**config.mk**
```make
export PLATFORM = sky130hd
export DESIGN_NAME = pwm_line_loader_flat
export DESIGN_NICKNAME = d
export VERILOG_FILES = /design/src/rtl/pwm_pkg.sv /design/src/rtl/pwm_line_loader_if.sv /design/src/rtl/pwm_line_bank.sv /design/src/rtl/pwm_line_loader.sv /design/src/flat_wrapper.sv
export SDC_FILE = /design/constraint.sdc
export NUM_CORES = 1
export LEC_CHECK = 0
export ABC_CLOCK_PERIOD_IN_PS = 2500
export CAP_MARGIN = 25
export CORE_UTILIZATION = 40
export CTS_CLUSTER_DIAMETER = 100
export DETAILED_ROUTE_END_ITERATION = 12
export GPL_ROUTABILITY_DRIVEN = 0
export PLACE_DENSITY = 0.76
export SYNTH_ARGS = -nofsm -noshare
export SYNTH_HDL_FRONTEND = slang
export SYNTH_SLANG_ARGS = --single-unit
```
**constraint.sdc**
```tcl
create_clock -name clk -period 2.5 [get_ports clk]
set_input_delay 0.25 -clock clk [delete_from_list [all_inputs] [get_ports clk]]
set_output_delay 0.25 -clock clk [all_outputs]
set_load 0.01 [all_outputs]
```
**src/rtl/pwm_pkg.sv**
```systemverilog
// Shared definitions for the PWM line loader: default intensity width,
// fill-state encoding and the terminal-count helper.
package pwm_pkg;

  localparam int DEF_DW = 8;

  typedef enum logic {
    FILL = 1'b0,
    FULL = 1'b1
  } fill_state_t;

  // Terminal count of a free-running counter of width w (all ones).
  function automatic logic [31:0] term_count(input int w);
    return (w >= 32) ? 32'hFFFF_FFFF : ((32'd1 << w) - 32'd1);
  endfunction

endpackage

```
**src/rtl/pwm_line_loader_if.sv**
```systemverilog
// Pixel stream handshake into the line loader: the source drives data/valid,
// the loader answers with ready. A transfer happens when valid && ready.
interface pwm_line_loader_if #(
  parameter int DW = 8
);
  logic [DW-1:0] pix_data;
  logic          pix_valid;
  logic          pix_ready;

  modport master (output pix_data, output pix_valid, input pix_ready);
  modport slave  (input pix_data, input pix_valid, output pix_ready);
endinterface

```
**src/rtl/pwm_line_bank.sv**
```systemverilog
// N_CH x DW register array. Supports a single-entry indexed write, a
// whole-line load, a synchronous clear and an asynchronous reset clear.
// Read port is the whole line as a flat vector, channel i at [DW*i +: DW].
// Priority: clr > ld > we.
module pwm_line_bank #(
  parameter int N_CH = 4,
  parameter int DW   = 8,
  parameter int IW   = 2
) (
  input  logic               clk,
  input  logic               rst,
  input  logic               clr,
  input  logic               ld,
  input  logic [N_CH*DW-1:0] ld_data,
  input  logic               we,
  input  logic [IW-1:0]      widx,
  input  logic [DW-1:0]      wdata,
  output logic [N_CH*DW-1:0] rd_data
);

  logic [N_CH-1:0][DW-1:0] mem;

  // Update the line storage: clear, whole-line load, or single-entry write.
  always_ff @(posedge clk or posedge rst) begin
    // NOTE: the array is reset as a whole because a reset must blank the
    // displayed line immediately; a memory without reset would not allow that.
    if (rst) begin
      mem <= '0;
    end else if (clr) begin
      mem <= '0;
    end else if (ld) begin
      mem <= ld_data;
    end else if (we) begin
      mem[widx] <= wdata;
    end
  end

  assign rd_data = mem;

endmodule

```
**src/rtl/pwm_line_loader.sv**
```systemverilog
// Line loader feeding N_CH PWM blocks. Pixels are assembled into a back bank
// and swapped into the front bank at the counter's terminal count; hsync
// pulses low for one cycle at every swap.
// Build option: define PWM_LINE_REPEAT_EN to repeat the previous line on an
// underrun; by default an underrun shows a blank (all-zero) line.
module pwm_line_loader
  import pwm_pkg::*;
#(
  parameter int N_CH = 4,
  parameter int DW   = DEF_DW
) (
  input  logic               clk,
  input  logic               rst,
  input  logic [DW-1:0]      count,
  pwm_line_loader_if.slave   pix,
  output logic [N_CH*DW-1:0] data,
  output logic               hsync,
  output logic               underrun
);

  // Index width stays at least one bit so a single-channel build still works.
  localparam int            IW   = (N_CH > 1) ? $clog2(N_CH) : 1;
  localparam logic [IW-1:0] LAST = IW'(N_CH - 1);
  localparam logic [DW-1:0] TC   = DW'(term_count(DW));

  fill_state_t          state;
  logic [IW-1:0]        idx;
  logic                 started;
  logic                 tc;
  logic                 xfer;
  logic                 swap;
  logic                 blank;
  logic [N_CH*DW-1:0]   back_line;
  logic [N_CH*DW-1:0]   front_line;

  assign tc            = (count == TC);
  assign pix.pix_ready = (state == FILL);
  assign xfer          = pix.pix_valid && pix.pix_ready;

  // The swap uses the pre-edge state, so a line completed on the swap edge
  // itself waits for the next terminal count.
  assign swap = tc && (state == FULL);

`ifdef PWM_LINE_REPEAT_EN
  assign blank = 1'b0;
`else
  assign blank = tc && (state == FILL) && started;
`endif

  // Fill FSM plus registered hsync/underrun; hsync idles at 'started' so it
  // stays low until the first line has been shown.
  always_ff @(posedge clk or posedge rst) begin
    if (rst) begin
      state    <= FILL;
      idx      <= '0;
      started  <= 1'b0;
      hsync    <= 1'b0;
      underrun <= 1'b0;
    end else begin
      // NOTE: non-blocking assignments make every branch below see the
      // pre-edge state, which is exactly the swap-decision rule we need.
      hsync    <= started;
      underrun <= 1'b0;
      case (state)
        FILL: begin
          if (tc && started) begin
            underrun <= 1'b1;
            hsync    <= 1'b0;
          end
          if (xfer) begin
            if (idx == LAST) begin
              state <= FULL;
              idx   <= '0;
            end else begin
              idx <= idx + IW'(1);
            end
          end
        end
        FULL: begin
          if (tc) begin
            state   <= FILL;
            hsync   <= 1'b0;
            started <= 1'b1;
          end
        end
        default: state <= FILL;
      endcase
    end
  end

  pwm_line_bank #(.N_CH(N_CH), .DW(DW), .IW(IW)) u_back (
    .clk     (clk),
    .rst     (rst),
    .clr     (1'b0),
    .ld      (1'b0),
    .ld_data ('0),
    .we      (xfer),
    .widx    (idx),
    .wdata   (pix.pix_data),
    .rd_data (back_line)
  );

  pwm_line_bank #(.N_CH(N_CH), .DW(DW), .IW(IW)) u_front (
    .clk     (clk),
    .rst     (rst),
    .clr     (blank),
    .ld      (swap),
    .ld_data (back_line),
    .we      (1'b0),
    .widx    ('0),
    .wdata   ('0),
    .rd_data (front_line)
  );

  // The front bank is itself a register, so data is registered as well.
  assign data = front_line;

endmodule

```
**src/flat_wrapper.sv**
```systemverilog
// flat-port wrapper written by rule: the top's interface ports become plain ports
module pwm_line_loader_flat import pwm_pkg::*;
#(
  parameter int N_CH = 4,
  parameter int DW   = DEF_DW
)
  (clk, rst, count, data, hsync, underrun, pix_pix_data, pix_pix_valid, pix_pix_ready);
  pwm_line_loader_if #(.DW(DW)) pix_i ();
  input  logic clk;
  input  logic rst;
  input  logic [DW-1:0] count;
  output logic [N_CH*DW-1:0] data;
  output logic hsync;
  output logic underrun;
  input wire logic [$bits(pix_i.pix_data)-1:0] pix_pix_data;
  input wire logic [$bits(pix_i.pix_valid)-1:0] pix_pix_valid;
  output wire logic [$bits(pix_i.pix_ready)-1:0] pix_pix_ready;
  assign pix_i.pix_data = pix_pix_data;
  assign pix_i.pix_valid = pix_pix_valid;
  assign pix_pix_ready = pix_i.pix_ready;
  pwm_line_loader #(.N_CH(N_CH), .DW(DW)) u_core (.clk(clk), .rst(rst), .count(count), .pix(pix_i), .data(data), .hsync(hsync), .underrun(underrun));
endmodule
```
==> impl_metrics.py, run 1 <==
metrics = {
    "logic_synthesis": {
        "ys_ff_latch": 70,
        "syn-mean-instance-area_um2": 15.8,
        "ys_seq_area_share_pct": 65.6,
        "synth_warnings": 0,
        "yosysUniqueCellTypes": 20,
        "synth_fp_nets": 192,
        "syn-cell-area_mm2": 0.00267,
        "synth_cells": 169,
    },
    "die": {
        "fp.dieH_um": 83.7,
        "start_util_pct": 41.8,
        "die-area_mm2": 0.00701,
        "ios": 54,
        "fp.dieW_um": 83.7,
        "num_rows": 29,
        "core-area_mm2": 0.00639,
    },
    "layout": {
        "drive_gt1_share_pct": 25.4,
        "final_nets": 251,
        "seq_area_mm2": 0.00175,
        "final_cell_area_mm2": 0.00345,
        "utilization_pct": 54.0,
        "final_cell_mix": "dfrtp_1, clkdlybuf4s50_1, mux2_2",
        "final_common_cell": "dfrtp_1",
        "syn_to_final_growth_pct": 29.2,
        "multi_input_area_um2": 838,
        "nFillCells": 535,
        "antenna_cells": 0,
    },
    "job": {
        "cap_viol_max_count": 0,
    },
    "timing": {
        "post-route-period-util_pct": 68.8,
        "rsz0062_at_grt": "no",
        "worst_slew_pin_slew_ps": 618,
        "finalHoldViolations": 0,
        "fin_skew_ps": 7.66,
        "hold-worst-slack_ps": 257,
        "relSlewSlack_pct": 58.7,
        "max_freq_mhz": 581,
        "finalSetupViolCount": 0,
        "period_needed_ps": 1720,
        "tns_ps": 0,
        "drv_slew": 0,
    },
    "global_route": {
        "grt_pass1_wl_mm": 8.48,
        "grt_pass1_vias": 1594,
        "antenna_found_initial": 0,
        "overflow": 0,
        "grt_use_total_pct": 16.2,
        "grt_max_degree": 48,
    },
    "routing": {
        "dr.pass1.iters": 6,
        "dr_total_vias": 1593,
        "top_layer": "met4",
        "antenna_left": 0,
        "wl_per_cell_um": 16.6,
        "via_per_inst": 5.16,
        "post-route-drc-count": 0,
        "route.met2.wl_mm": 2.26,
        "drtIter0Drc": 46,
        "wl_met3_um": 211,
        "finalWirelength_mm": 5.14,
        "wl_met1_mm": 2.53,
    },
    "placement": {
        "dpl.hpwl_mm": 3.43,
        "io_buffers": 53,
        "place_area_mm2": 0.00326,
    },
    "cts": {
        "clock_latency_ps": 340,
        "cts_hold_buf": 0,
        "cts_setup_buffers": 0,
        "clock-sinks": 70,
        "clkSlewWorstSetupHoldPaths_ps": 70,
        "htreeDepth": 3,
        "cts_tree": "done",
        "cts_root_buf": "clkbuf_8",
        "numCtsBuffers": 9,
        "cts_buffer_depth": 2,
        "ctsResizeCount": 0,
    },
    "critical_path": {
        "critical_path_class": "reg2out",
        "crit_path_end_kind": "output pin",
        "cp.arrival_ps": 1470,
        "rrSetupSlack_ps": 830,
        "ff2ff_path_depth": 3,
        "cp.required_ps": 2250,
        "path_max_fanout": 4,
        "worstReg2RegStart": "u_core.state$_DFF_PP0_",
        "worst_setup_path_start_kind": "flip-flop",
        "r2r_end": "u_core.u_back.rd_data[15]$_DFFE_PP0P_",
    },
    "pwr": {
        "ir_drop_uv": 413,
        "total_power_mw": 2.86,
        "powerDensity_mw_per_mm2": 828,
        "p_leak_nw": 1.61,
    },
    "outcome": {
        "status": "completed",
    },
    "worst_hold_path": {
        "hp-class": "in2async",
    },
}
-- flip-flops by register name (all words and copies together) (netlist names) --
name                    count
u_core.u_back.rd_data      32
u_core.u_front.rd_data     32
u_core.underrun             1
u_core.started              1
u_core.hsync                1
u_core.state                1
u_core.idx                  2
-- critical path, cell delays in order (launching register included) --
cell and delay, ps:
dfrtp_1 400, inv_1 160, clkdlybuf4s50_1 570
-- cell usage after synthesis --
master   instances  area [µm²]
a211o_4          1        17.5
a22o_1          30         263
a22o_2           2        20.0
buf_2            1        5.00
buf_4            3        22.5
buf_6            3        33.8
dfrtp_1         70        1750
ha_1             4        50.1
inv_1            5        18.8
mux2_2          32         360
nand2_1          2        7.51
nand2_2          4        25.0
nand4_2          1        12.5
nand4_4          1        21.3
nor2_1           3        11.3
nor2b_1          1        6.26
nor3_4           1        16.3
nor4_1           1        6.26
o21ai_0          3        15.0
or2_2            1        6.26
-- worst max-delay path by stage --
stage                      startpoint                               endpoint  slack [ps]  cells after the start
5_1_grt        u_core.state$_DFF_PP0_  u_core.u_back.rd_data[15]$_DFFE_PP0P_         700                      3
6_report       u_core.state$_DFF_PP0_                          pix_pix_ready         780                      2
3_5_place_dp            pix_pix_valid  u_core.u_back.rd_data[11]$_DFFE_PP0P_         510                      4
2_1_floorplan                     rst                 u_core.hsync$_DFF_PP0_         480                      1
4_1_cts        u_core.state$_DFF_PP0_                          pix_pix_ready         760                      2
3_3_place_gp            pix_pix_valid  u_core.u_back.rd_data[29]$_DFFE_PP0P_         550                      4
-- power breakdown --
group / switching (mW) / leakage, nW / internal [mW] / total (mW)
registers: 0.142 / 0.941 / 1.39 / 1.53
clock network: 0.386 / 0.0958 / 0.465 / 0.851
logic: 0.184 / 0.573 / 0.293 / 0.477
total: 0.712 / 1.61 / 2.15 / 2.86
-- per-stage QoR --
step | setup slack [ps] | cells
2_1_floorplan | 482 | 169
3_3_place_gp | 555 | 294
3_5_place_dp | 512 | 294
4_1_cts | 761 | 309
5_1_grt | 700 | 309
6_report | 779 | 309
-- kinds of logic (layout without fill, tap and decap cells) --
group	after synthesis	in the layout	synth area share, %
buffers and inverters	12	75	3.00
muxes	32	32	13.5
adders and majority gates	4	4	1.87
and+or+nand+nor	15	15	4.22
DFF	70	70	65.6
AOI/OAI and AO/OA	36	36	11.8
-- routing by layer --
layer | vias to the layer above | global-route usage, %
met5 | - | 0
li1 | 740 | -
met4 | 0 | 9.71
met1 | 795 | 23.4
met2 | 46 | 22.5
met3 | 12 | 3.26
-- layout make-up --
class	count	area share (%)
multi-input cells	87	24.3
flip-flops and latches	70	50.8
well taps	77	2.79
clock buffers	15	5.40
inverters	5	0.544
repair buffers	55	16.2
(Power assumes the default switching activity.)
==> run 2: changes to the inputs <==
- ABC_CLOCK_PERIOD_IN_PS: 2500 -> 1600
- clock period: 2.5 -> 1.6 ns (I/O delays scaled with it)
==> run 2 against run 1 <==
  * Critical path depth fell by 1
  * Sequential power rose by 56%
  * Flip-flop and latch count did not move
  * Critical endpoint is now data[11]
  * Critical path type unchanged
==> impl_metrics.py, run 2 (synthesis gave the netlist of run 1 again) <==
metrics = {
    "global_route": {
        "grt_use_total_pct": 16.8,
        "grt_pass1_vias": 1662,
        "overflow": 0,
        "grt_pass1_wl_mm": 8.74,
        "antenna_found_initial": 0,
        "grt_max_degree": 71,
    },
    "routing": {
        "dr.pass1.iters": 4,
        "dr_total_vias": 1599,
        "finalWirelength_mm": 5.14,
        "post-route-drc-count": 0,
        "wl_per_cell_um": 16.4,
        "antenna_left": 0,
        "via_per_inst": 5.11,
        "drtIter0Drc": 126,
    },
    "worst_hold_path": {
        "hp-class": "in2async",
    },
    "timing": {
        "tns_ps": 0,
        "rsz0062_at_grt": "no",
        "finalSetupViolCount": 0,
        "relSlewSlack_pct": 76.3,
        "drv_slew": 0,
        "worst_slew_pin_slew_ps": 356,
        "fin_skew_ps": 9.46,
        "finalHoldViolations": 0,
        "max_freq_mhz": 695,
        "post-route-period-util_pct": 89.9,
        "period_needed_ps": 1440,
    },
    "critical_path": {
        "cp_top_family": "buffers and inverters",
        "crit_path_end_kind": "output pin",
        "critical_path_class": "reg2out",
        "slowest_delay_ps": 550,
        "worst_setup_path_start_kind": "flip-flop",
        "path_max_fanout": 2,
        "slowest_stage": "clkdlybuf4s50_1",
        "cp.required_ps": 1440,
        "crit_buf_inv": 1,
        "cp.arrival_ps": 1280,
        "path_cells": "clkdlybuf4s50_1",
    },
    "die": {
        "start_util_pct": 41.8,
        "die-area_mm2": 0.00701,
        "num_rows": 29,
        "fp.dieH_um": 83.7,
        "core-area_mm2": 0.00639,
        "ios": 54,
        "fp.dieW_um": 83.7,
    },
    "layout": {
        "final_cell_mix": "dfrtp_1, clkdlybuf4s50_1, mux2_2",
        "drive_gt1_share_pct": 27.5,
        "final_nets": 254,
        "final_common_cell": "dfrtp_1",
        "nFillCells": 515,
        "finalNonFillerCells": 313,
        "antenna_cells": 0,
        "utilization_pct": 55.0,
        "syn_to_final_growth_pct": 31.4,
        "seq_area_mm2": 0.00175,
        "multi_input_area_um2": 838,
    },
    "cts": {
        "htreeDepth": 3,
        "cts_setup_buffers": 0,
        "clkSlewWorstSetupHoldPaths_ps": 80,
        "cts_buffer_depth": 2,
        "cts_hold_buf": 0,
        "cts_tree": "done",
        "numCtsBuffers": 9,
        "clock-sinks": 70,
        "ctsResizeCount": 1,
        "cts_root_buf": "clkbuf_8",
        "clock_latency_ps": 340,
    },
    "outcome": {
        "status": "completed",
    },
    "pwr": {
        "ir_drop_uv": 548,
        "p_leak_nw": 1.64,
        "powerDensity_mw_per_mm2": 1310,
    },
    "job": {
        "cap_viol_max_count": 0,
    },
    "placement": {
        "dpl.hpwl_mm": 3.24,
        "io_buffers": 53,
        "placed_cells": 297,
    },
}
## run 2: final timing paths
path | from | endpoint | slack, ps | cells after the start
worst max-delay path | u_core.u_front.rd_data[11]$_DFFE_PP0P_ | data[11] | 160 | 1
worst min-delay path | rst | u_core.u_front.rd_data[28]$_DFFE_PP0P_ | 260 | 3
worst max register to register | u_core.idx[0]$_DFFE_PP0P_ | u_core.u_back.rd_data[19]$_DFFE_PP0P_ | 190 | 4
worst min register to register | u_core.state$_DFF_PP0_ | u_core.underrun$_DFF_PP0_ | 470 | 1
max in group asynchronous | rst | u_core.u_back.rd_data[15]$_DFFE_PP0P_ | 1060 | 3
min in group clk | u_core.state$_DFF_PP0_ | u_core.underrun$_DFF_PP0_ | 470 | 1
## run 2: per-layer routing
metal | part of all wire, % | track usage, % | vias up
met5 | 0 | 0 | -
met4 | 1.3 | 7.86 | 0
met3 | 4.3 | 5.34 | 8
met2 | 44 | 23.4 | 33
met1 | 51 | 24.0 | 816
li1 | - | - | 742
## run 2: final cells by class
cell class / count / share of cell area (%)
Clock buffer: 11 / 4.31
Inverter: 5 / 0.642
Sequential cell: 70 / 49.9
Multi-Input combinational cell: 87 / 23.9
Timing Repair Buffer: 58 / 16.9
Tap cell: 77 / 2.75
Clock inverter: 5 / 1.64
## run 2: report_power, final
group / internal (mW) / switching (mW) / total, mW
clock: 0.805 / 0.658 / 1.46
combinational: 0.457 / 0.289 / 0.746
sequential: 2.17 / 0.216 / 2.38
total: 3.43 / 1.16 / 4.59
## run 2: stage by stage
stage	setup slack (ps)	total power, mW	hold slack [ps]	cell area [µm²]
finish	162	4.59	262	3510
global route	106	4.85	284	3510
CTS	143	4.63	273	3510
detailed placement	-48.0	3.18	456	3300
global placement	-29.7	3.11	449	3300
floorplan	350	2.88	311	2670
==> run 3: changes to the inputs <==
- ABC_CLOCK_PERIOD_IN_PS: 1600 -> 1900
- clock period: 1.6 -> 1.9 ns (I/O delays scaled with it)
==> run 3 against run 2 <==
  * Count of clock-buffer cells in the layout is 3 higher
  * Routed wire length down 1.7%
  * Cell count shrank 0.96%
  * Sequential share of layout area increased by 0.80 points
  * First-iteration DRC count fell by 30%
  * Global-route usage shrank 0.50 points
  * Total power decreased by 20%
  * Clock skew decreased by 4.8 ps
  * Hold slack better by 51 ps
  * Core utilization decreased by 0.86 points
  * Critical path depth up 1
  * Critical path type unchanged
  * Largest power group unchanged
==> impl_metrics.py, run 3 (synthesis gave the netlist of run 1 again) <==
metrics = {
    "pwr": {
        "p_switching_mw": 0.927,
        "powerDensity_mw_per_mm2": 1060,
        "p_leak_nw": 1.60,
        "pwr-share-clk_pct": 28.4,
        "power_frac_seq_pct": 54.6,
        "p_int_mw": 2.75,
        "swShare_pct": 25.2,
        "ir_drop_uv": 602,
        "comb_power_share_pct": 17.1,
    },
    "global_route": {
        "grt_pass1_vias": 1686,
        "antenna_found_initial": 0,
        "grt_use_total_pct": 16.3,
        "grt_max_degree": 71,
        "grt_pass1_wl_mm": 8.73,
        "overflow": 0,
    },
    "timing": {
        "finalSetupViolCount": 0,
        "worst_slew_pin_slew_ps": 358,
        "finalHoldViolations": 0,
        "fin_skew_ps": 4.69,
        "tns_ps": 0,
        "rsz0062_at_grt": "no",
        "setup_slack_ps": 239,
        "drv_slew": 0,
        "relSlewSlack_pct": 76.2,
        "max_freq_mhz": 602,
        "post-route-period-util_pct": 87.4,
        "period_needed_ps": 1660,
    },
    "layout": {
        "finalNonFillerCells": 310,
        "syn_to_final_growth_pct": 29.4,
        "antenna_cells": 0,
        "final_cell_area_mm2": 0.00345,
        "nFillCells": 526,
        "final_cell_mix": "dfrtp_1, clkdlybuf4s50_1, mux2_2",
        "utilization_pct": 54.1,
        "final_common_cell": "dfrtp_1",
        "seq_area_mm2": 0.00175,
        "final_nets": 252,
        "drive_gt1_share_pct": 25.3,
        "multi_input_area_um2": 838,
    },
    "placement": {
        "placed_cells": 295,
        "place_area_mm2": 0.00329,
        "dpl_worst_slack_ps": 172,
        "io_buffers": 53,
        "dpl.hpwl_mm": 3.22,
    },
    "die": {
        "fp.dieW_um": 83.7,
        "ios": 54,
        "core-area_mm2": 0.00639,
        "num_rows": 29,
        "die-area_mm2": 0.00701,
        "fp.dieH_um": 83.7,
        "start_util_pct": 41.8,
    },
    "critical_path": {
        "rrSetupSlack_ps": 520,
        "crit_path_end_kind": "output pin",
        "cp.required_ps": 1710,
        "critical_path_class": "reg2out",
        "ff2ff_path_depth": 4,
        "worstReg2RegStart": "u_core.idx[0]$_DFFE_PP0P_",
        "cp.arrival_ps": 1470,
        "path_max_fanout": 4,
        "worst_setup_path_start_kind": "flip-flop",
        "r2r_end": "u_core.u_back.rd_data[5]$_DFFE_PP0P_",
    },
    "routing": {
        "finalWirelength_mm": 5.05,
        "dr_total_vias": 1591,
        "dr.pass1.iters": 4,
        "via_per_inst": 5.13,
        "wl_per_cell_um": 16.3,
        "antenna_left": 0,
        "drtIter0Drc": 88,
        "post-route-drc-count": 0,
    },
    "cts": {
        "cts_buffer_depth": 2,
        "clock_latency_ps": 330,
        "cts_setup_buffers": 0,
        "cts_root_buf": "clkbuf_8",
        "clock-sinks": 70,
        "cts_tree": "done",
        "numCtsBuffers": 9,
        "ctsResizeCount": 0,
        "cts_hold_buf": 0,
        "clkSlewWorstSetupHoldPaths_ps": 70,
        "htreeDepth": 3,
    },
    "outcome": {
        "status": "completed",
    },
    "job": {
        "cap_viol_max_count": 0,
    },
    "worst_hold_path": {
        "hp-class": "in2async",
    },
}
-- run 3: worst max path at each step --
stage                                 from                                endpoint  slack [ps]  cells past startpoint
floorplan           u_core.state$_DFF_PP0_   u_core.u_front.rd_data[0]$_DFFE_PP0P_         650                      4
detailed placement                count[7]  u_core.u_front.rd_data[31]$_DFFE_PP0P_         170                      4
global route        u_core.state$_DFF_PP0_                           pix_pix_ready         170                      2
finish              u_core.state$_DFF_PP0_                           pix_pix_ready         240                      2
global placement                  count[6]  u_core.u_front.rd_data[31]$_DFFE_PP0P_         200                      4
CTS                 u_core.state$_DFF_PP0_                           pix_pix_ready         220                      2
-- run 3: per-layer routing --
layer / vias to the layer above / share of wire, % / global-route usage (%)
met5: - / 0 / 0
met1: 803 / 50 / 22.1
li1: 741 / - / -
met4: 0 / 0.53 / 4.93
met2: 43 / 45 / 24.7
met3: 4 / 4.5 / 6.03
-- run 3: per-stage QoR --
stage / total power [mW] / hold WS (ps)
6_report: 3.68 / 313
5_1_grt: 3.89 / 334
4_1_cts: 3.71 / 320
3_5_place_dp: 2.67 / 456
3_3_place_gp: 2.62 / 454
2_1_floorplan: 2.42 / 341
-- run 3: critical path, stage by stage, from the launching register on --
cell and delay, ps:
dfrtp_1 390, inv_1 170, clkdlybuf4s50_1 580
-- run 3: power by group through the flow --
stage / Combinational, mW / Sequential, mW / Clock (mW)
CTS: 0.641 / 2.00 / 1.06
floorplan: 0.429 / 1.99 / 0
finish: 0.628 / 2.01 / 1.04
global route: 0.701 / 2.05 / 1.13
global placement: 0.606 / 2.01 / 0
detailed placement: 0.640 / 2.03 / 0
-- run 3: cell type report --
type | count | share of cell area [%]
Clock buffer | 14 | 4.71
Clock inverter | 1 | 0.145
Inverter | 5 | 0.652
Multi-Input combinational cell | 87 | 24.3
Sequential cell | 70 | 50.7
Tap cell | 77 | 2.79
Timing Repair Buffer | 56 | 16.7
